==> config.mk <==
export PLATFORM = sky130hd
export DESIGN_NAME = rmt_recovery_sequencer
export DESIGN_NICKNAME = d
export VERILOG_FILES = /design/src/rtl/rmt_recovery_sequencer_pkg.sv /design/src/rtl/rmt_sweep_counter.sv /design/src/rtl/rmt_recovery_sequencer.sv
export SDC_FILE = /design/constraint.sdc
export NUM_CORES = 1
export LEC_CHECK = 0
export CORE_MARGIN = 1
export CORE_UTILIZATION = 36
export CTS_CLUSTER_DIAMETER = 80
export CTS_CLUSTER_SIZE = 8
export DETAILED_ROUTE_END_ITERATION = 8
export PLACE_DENSITY_LB_ADDON = 0.15
export SLEW_MARGIN = 20
export SYNTH_ARGS = -nofsm -noshare
export SYNTH_HDL_FRONTEND = slang
export SYNTH_HIERARCHICAL = 1
export SYNTH_SLANG_ARGS = --single-unit
==> constraint.sdc <==
create_clock -name clk_i -period 3.7 [get_ports clk_i]
set_input_delay 1.11 -clock clk_i [delete_from_list [all_inputs] [get_ports clk_i]]
set_output_delay 1.11 -clock clk_i [all_outputs]
set_load 0.1 [all_outputs]
==> src/rtl/rmt_recovery_sequencer_pkg.sv <==
// Shared types and default sizing for the RMT init/recovery sequencer.
package rmt_recovery_sequencer_pkg;

    localparam int unsigned RMT_ENTRY_NUM              = 64;
    localparam int unsigned SCALAR_FREE_LIST_ENTRY_NUM = 64;
    localparam int unsigned RENAME_WIDTH               = 2;

    localparam int unsigned LREG_NUM_PATH_W = 6;
    localparam int unsigned PREG_NUM_PATH_W = 7;

    typedef logic [LREG_NUM_PATH_W-1:0] lreg_num_path_t;
    typedef logic [PREG_NUM_PATH_W-1:0] preg_num_path_t;

    typedef enum logic [1:0] {
        SeqIdle,
        SeqInit,
        SeqRecover
    } rmt_seq_state_e;

endpackage

==> src/rtl/rmt_sweep_counter.sv <==
// Sweep index for the RMT sequencer: clear, step by 1 or READ_NUM, and flag the last group.
module rmt_sweep_counter #(
    parameter int unsigned LREG_NUM = 64,
    parameter int unsigned READ_NUM = 2,
    parameter int unsigned CNT_W    = 7
) (
    input  logic             clk_i,
    input  logic             rst_ni,
    input  logic             clear_i,
    input  logic             step_en_i,
    input  logic             wide_step_i,
    output logic [CNT_W-1:0] idx_o,
    output logic             last_o
);

    logic [CNT_W-1:0] idx_q, idx_d;

    always_comb begin
        idx_d = idx_q;
        if (clear_i) begin
            idx_d = '0;
        end else if (step_en_i) begin
            idx_d = idx_q + (wide_step_i ? CNT_W'(READ_NUM) : CNT_W'(1));
        end
    end

    always_ff @(posedge clk_i or negedge rst_ni) begin
        if (!rst_ni) begin
            idx_q <= '0;
        end else begin
            idx_q <= idx_d;
        end
    end

    assign idx_o  = idx_q;
    assign last_o = wide_step_i ? (idx_q == CNT_W'(LREG_NUM - READ_NUM))
                                : (idx_q == CNT_W'(LREG_NUM - 1));

endmodule

==> src/rtl/rmt_recovery_sequencer.sv <==
// Owns both RMTs during init sweep and post-flush recovery copy; stalls rename/commit meanwhile.
// Optional macro RMT_AUTO_INIT_EN: enter INIT on the first clock edge after reset release.
module rmt_recovery_sequencer
    import rmt_recovery_sequencer_pkg::*;
#(
    parameter int unsigned LREG_NUM  = RMT_ENTRY_NUM,
    parameter int unsigned PREG_BASE = SCALAR_FREE_LIST_ENTRY_NUM,
    parameter int unsigned READ_NUM  = RENAME_WIDTH,
    parameter int unsigned LREG_W    = LREG_NUM_PATH_W,
    parameter int unsigned PREG_W    = PREG_NUM_PATH_W
) (
    input  logic                         clk_i,
    input  logic                         rst_ni,
    input  logic                         init_start_i,
    input  logic                         recover_req_i,
    output logic                         busy_o,
    output logic                         done_o,
    output logic                         rename_stall_o,
    output logic                         commit_stall_o,
    output logic                         ret_wr_en_o,
    output logic [LREG_W-1:0]            ret_wr_addr_o,
    output logic [PREG_W-1:0]            ret_wr_data_o,
    output logic [READ_NUM*LREG_W-1:0]   ret_rd_addr_o,
    input  logic [READ_NUM*PREG_W-1:0]   ret_rd_data_i,
    output logic [READ_NUM-1:0]          ren_wr_en_o,
    output logic [READ_NUM*LREG_W-1:0]   ren_wr_addr_o,
    output logic [READ_NUM*PREG_W-1:0]   ren_wr_data_o
);

    localparam int unsigned CNT_W = LREG_W + 1;

    rmt_seq_state_e   state_q, state_d;
    logic             done_q, done_d;
    logic [CNT_W-1:0] idx;
    logic             idx_last;
    logic             cnt_clear;
    logic             start_init;
    logic [31:0]      init_data;

`ifdef RMT_AUTO_INIT_EN
    logic auto_q;

    always_ff @(posedge clk_i or negedge rst_ni) begin
        if (!rst_ni) begin
            auto_q <= 1'b1;
        end else begin
            auto_q <= 1'b0;
        end
    end

    assign start_init = init_start_i | auto_q;
`else
    assign start_init = init_start_i;
`endif

    always_comb begin
        state_d = state_q;
        done_d  = 1'b0;
        unique case (state_q)
            SeqIdle: begin
                if (start_init) begin
                    state_d = SeqInit;
                end else if (recover_req_i) begin
                    state_d = SeqRecover;
                end
            end
            SeqInit: begin
                if (idx_last) begin
                    state_d = SeqIdle;
                    done_d  = 1'b1;
                end
            end
            SeqRecover: begin
                // An init request aborts recovery without signalling completion.
                if (init_start_i) begin
                    state_d = SeqInit;
                end else if (idx_last) begin
                    state_d = SeqIdle;
                    done_d  = 1'b1;
                end
            end
            default: state_d = SeqIdle;
        endcase
    end

    always_ff @(posedge clk_i or negedge rst_ni) begin
        if (!rst_ni) begin
            state_q <= SeqIdle;
            done_q  <= 1'b0;
        end else begin
            state_q <= state_d;
            done_q  <= done_d;
        end
    end

    // Index restarts at 0 on every state change so each sweep begins at entry 0.
    assign cnt_clear = (state_q == SeqIdle) || (state_d != state_q);

    rmt_sweep_counter #(
        .LREG_NUM (LREG_NUM),
        .READ_NUM (READ_NUM),
        .CNT_W    (CNT_W)
    ) u_sweep_counter (
        .clk_i       (clk_i),
        .rst_ni      (rst_ni),
        .clear_i     (cnt_clear),
        .step_en_i   (!cnt_clear),
        .wide_step_i (state_q == SeqRecover),
        .idx_o       (idx),
        .last_o      (idx_last)
    );

    assign init_data = 32'(idx) + 32'(PREG_BASE);

    always_comb begin
        ret_wr_en_o   = 1'b0;
        ret_wr_addr_o = '0;
        ret_wr_data_o = '0;
        ret_rd_addr_o = '0;
        ren_wr_en_o   = '0;
        ren_wr_addr_o = '0;
        ren_wr_data_o = '0;
        unique case (state_q)
            SeqInit: begin
                ret_wr_en_o                = 1'b1;
                ret_wr_addr_o              = idx[LREG_W-1:0];
                ret_wr_data_o              = init_data[PREG_W-1:0];
                ren_wr_en_o[0]             = 1'b1;
                ren_wr_addr_o[LREG_W-1:0]  = idx[LREG_W-1:0];
                ren_wr_data_o[PREG_W-1:0]  = init_data[PREG_W-1:0];
            end
            SeqRecover: begin
                ren_wr_en_o = '1;
                for (int k = 0; k < int'(READ_NUM); k++) begin
                    ret_rd_addr_o[k*LREG_W +: LREG_W] = LREG_W'(idx + CNT_W'(k));
                    ren_wr_addr_o[k*LREG_W +: LREG_W] = LREG_W'(idx + CNT_W'(k));
                    ren_wr_data_o[k*PREG_W +: PREG_W] = ret_rd_data_i[k*PREG_W +: PREG_W];
                end
            end
            default: ;
        endcase
    end

    assign busy_o         = (state_q != SeqIdle);
    assign rename_stall_o = busy_o;
    assign commit_stall_o = busy_o;
    assign done_o         = done_q;

endmodule

==> impl_metrics.ini <==
[finish]
diodes = 0
final_common_cell = buf_4
seq_area_um2 = 250
mostFrequentLayoutCells = buf_4 (45), and2_1 (17), clkdlybuf4s50_1 (17), a21oi_1 (15), buf_12 (14)
fill_cells = 265
finalNetCount = 235
area_growth_syn_to_layout_pct = 72.8
drive_above_1_share = 0.437
multiInputGateArea_um2 = 845

[critical_path]
worst_path_max_delay_cell = or4_1
r2r_cells = 11
required_ns = 3.87
slowest_delay_ns = 0.50
crit_type = reg -> reg
r2r_end = u_sweep_counter/idx_o[5]
crit_chain = inv_1 -> ha_2 -> inv_1 -> ha_1 -> nor4b_2 -> inv_1 -> a32oi_1 -> a221o_1 -> nor2_1 -> or4_1 -> a21oi_1
cp.arrival_ns = 3.68
startpoint_type = register
path_buf_inv = 3
crit_fanout = 17
critPathCaptureType = register
path_common_cell = inv_1
critical_path.top_delay_family = simple AND/OR/NAND/NOR gates
rr_startpoint = state_q[0]
r2r_setup_slack_ns = 0.19

[global_route]
grt_pass1_vias = 1153
overflow = 0
grt_pass1_wl_mm = 5.38
antenna_found_initial = 0
grt_max_degree = 19
track_usage = 0.202

[detailed_routing]
wl_per_cell_um = 14.2
drcViolationCount = 0
viasPerCell = 5.01
vias = 1253
drt-total-wl_mm = 3.54
antenna_left = 0
dr.pass1.iters = 4
drt_iter0_markers = 61

[floorplanning]
die_area_um2 = 3420
ios = 76
fp.coreArea_um2 = 3050
rows = 20
die_x_um = 58.5
die_h_um = 58.5
start_util = 0.377

[yosys]
synth_area_um2 = 1150
yosys_warnings = 6
ys_ff_latch = 10
synthesis.nets = 173
synth.distinct_cells = 32
postSynthCellCount = 146
synth_edf_count = 0
async_flop_share = 1.00
ys.flop_type = dfrtp_1
yosysSeqAreaShare = 0.218
synth.avg_cell_area_um2 = 7.88

[min_path]
min-delay-start = u_sweep_counter/idx_o[6]
min_path_type = reg -> reg
holdPathStages = 2
whs_endpoint = u_sweep_counter/idx_o[6]

[timing]
period_needed_ns = 3.51
fin_worst_skew_ns = 0.00545
setup_violations = 0
fin_tns_setup_ns = 0
finalHoldViolations = 0
fin_crit_sh = 0.949
rsz0062_at_grt = false
relSlewSlack = 0.677
drv_slew = 0
fmax_mhz = 285
worst_pin_slew_ns = 0.484

[clock_network]
clockBufferDepth = 2
clk_pin_slew_ns = 0.06
cts_buffers = 3
cts_sinks = 10
tritoncts = done
cts_setup_buffers = 0
clock_latency_ns = 0.25
cts_root_buf = clkbuf_4
cts_htree_levels = 1

[placed_design]
globalplace.congestion = 0.854
place.detailed.hpwl_mm = 2.77
port_buffers = 75

[flow_run]
drv_cap = 0

[outcome]
status = finished clean
-- kinds of logic after synthesis --
group / Yosys count / share of synthesized area
compound gates: 29 / 0.150
buf+inv: 26 / 0.132
fa+ha+maj: 9 / 0.104
flops: 10 / 0.218
mux: 2 / 0.0174
xor+xnor: 5 / 0.0381
simple gates: 65 / 0.341
-- metrics by stage --
step | util | cell area, um^2 | hold slack [ns] | setup WS, ns | instances
global route | 0.651 | 1990 | 0.715 | 0.0112 | 250
global placement | 0.641 | 1960 | 0.626 | 0.470 | 247
CTS | 0.649 | 1980 | 0.650 | 0.201 | 250
finish | 0.651 | 1990 | 0.669 | 0.189 | 250
detailed placement | 0.641 | 1960 | 0.641 | 0.257 | 247
floorplan | - | 1240 | 0.570 | 0.00367 | 146
-- worst max path at each step --
stage | cells after the start | to | slack, ns | startpoint
floorplan | 6 | ren_wr_data_o[6] | 0.004 | state_q[1]
global placement | 11 | u_sweep_counter/idx_o[5] | 0.47 | state_q[0]
detailed placement | 11 | u_sweep_counter/idx_o[3] | 0.26 | state_q[0]
CTS | 11 | u_sweep_counter/idx_o[5] | 0.20 | state_q[0]
global route | 11 | u_sweep_counter/idx_o[5] | 0.01 | state_q[0]
finish | 11 | u_sweep_counter/idx_o[5] | 0.19 | state_q[0]
-- what timing repair did --
action | in CTS | in global routing
hold buffers | 0 | 0
setup endpoints to repair | 0 | 2
resized for setup | 0 | 1
-- layout make-up --
type | instances | share of cell area
Clock buffer | 3 | 0.0113
Inverter | 7 | 0.0132
Multi-Input combinational cell | 110 | 0.425
Sequential cell | 10 | 0.126
Tap cell | 44 | 0.0277
Timing Repair Buffer | 76 | 0.397
-- worst min-delay path, delay by kind of cell, from the launching register on --
| family | cells | cell delay, ns |
|---|---|---|
| DFF | 1 | 0.45 |
| AOI/OAI and AO/OA | 2 | 0.18 |
-- synth_stat cells, types with 2 or more instances --
library cell / count / share of area
and2_1: 26 / 0.14
a21oi_1: 15 / 0.065
buf_4: 14 / 0.091
nor2b_1: 11 / 0.060
dfrtp_1: 10 / 0.22
ha_1: 8 / 0.087
inv_1: 7 / 0.023
nor2_1: 7 / 0.023
nand2_1: 5 / 0.016
o21ai_0: 5 / 0.022
clkbuf_1: 4 / 0.013
and2_2: 3 / 0.020
o211ai_1: 3 / 0.020
xor2_1: 3 / 0.023
mux2i_1: 2 / 0.017
nand3_2: 2 / 0.017
nand4_1: 2 / 0.011
o31ai_1: 2 / 0.013
or3_1: 2 / 0.011
or4_1: 2 / 0.013
xnor2_1: 2 / 0.015
-- metal layers --
layer	track usage	up-vias	part of all wire
li1	-	604	-
met1	0.252	587	0.42
met2	0.346	60	0.49
met3	0.0549	2	0.086
met4	0.0476	0	0.0023
met5	0	-	0
-- registers in the layout, summed over array words and instances, names as in the netlist --
register	count
done_o	1
state_q	2
u_sweep_counter/idx_o	7
Power is not shown: default switching activity piles up to over one toggle a cycle in this logic, so the estimate is an artifact.
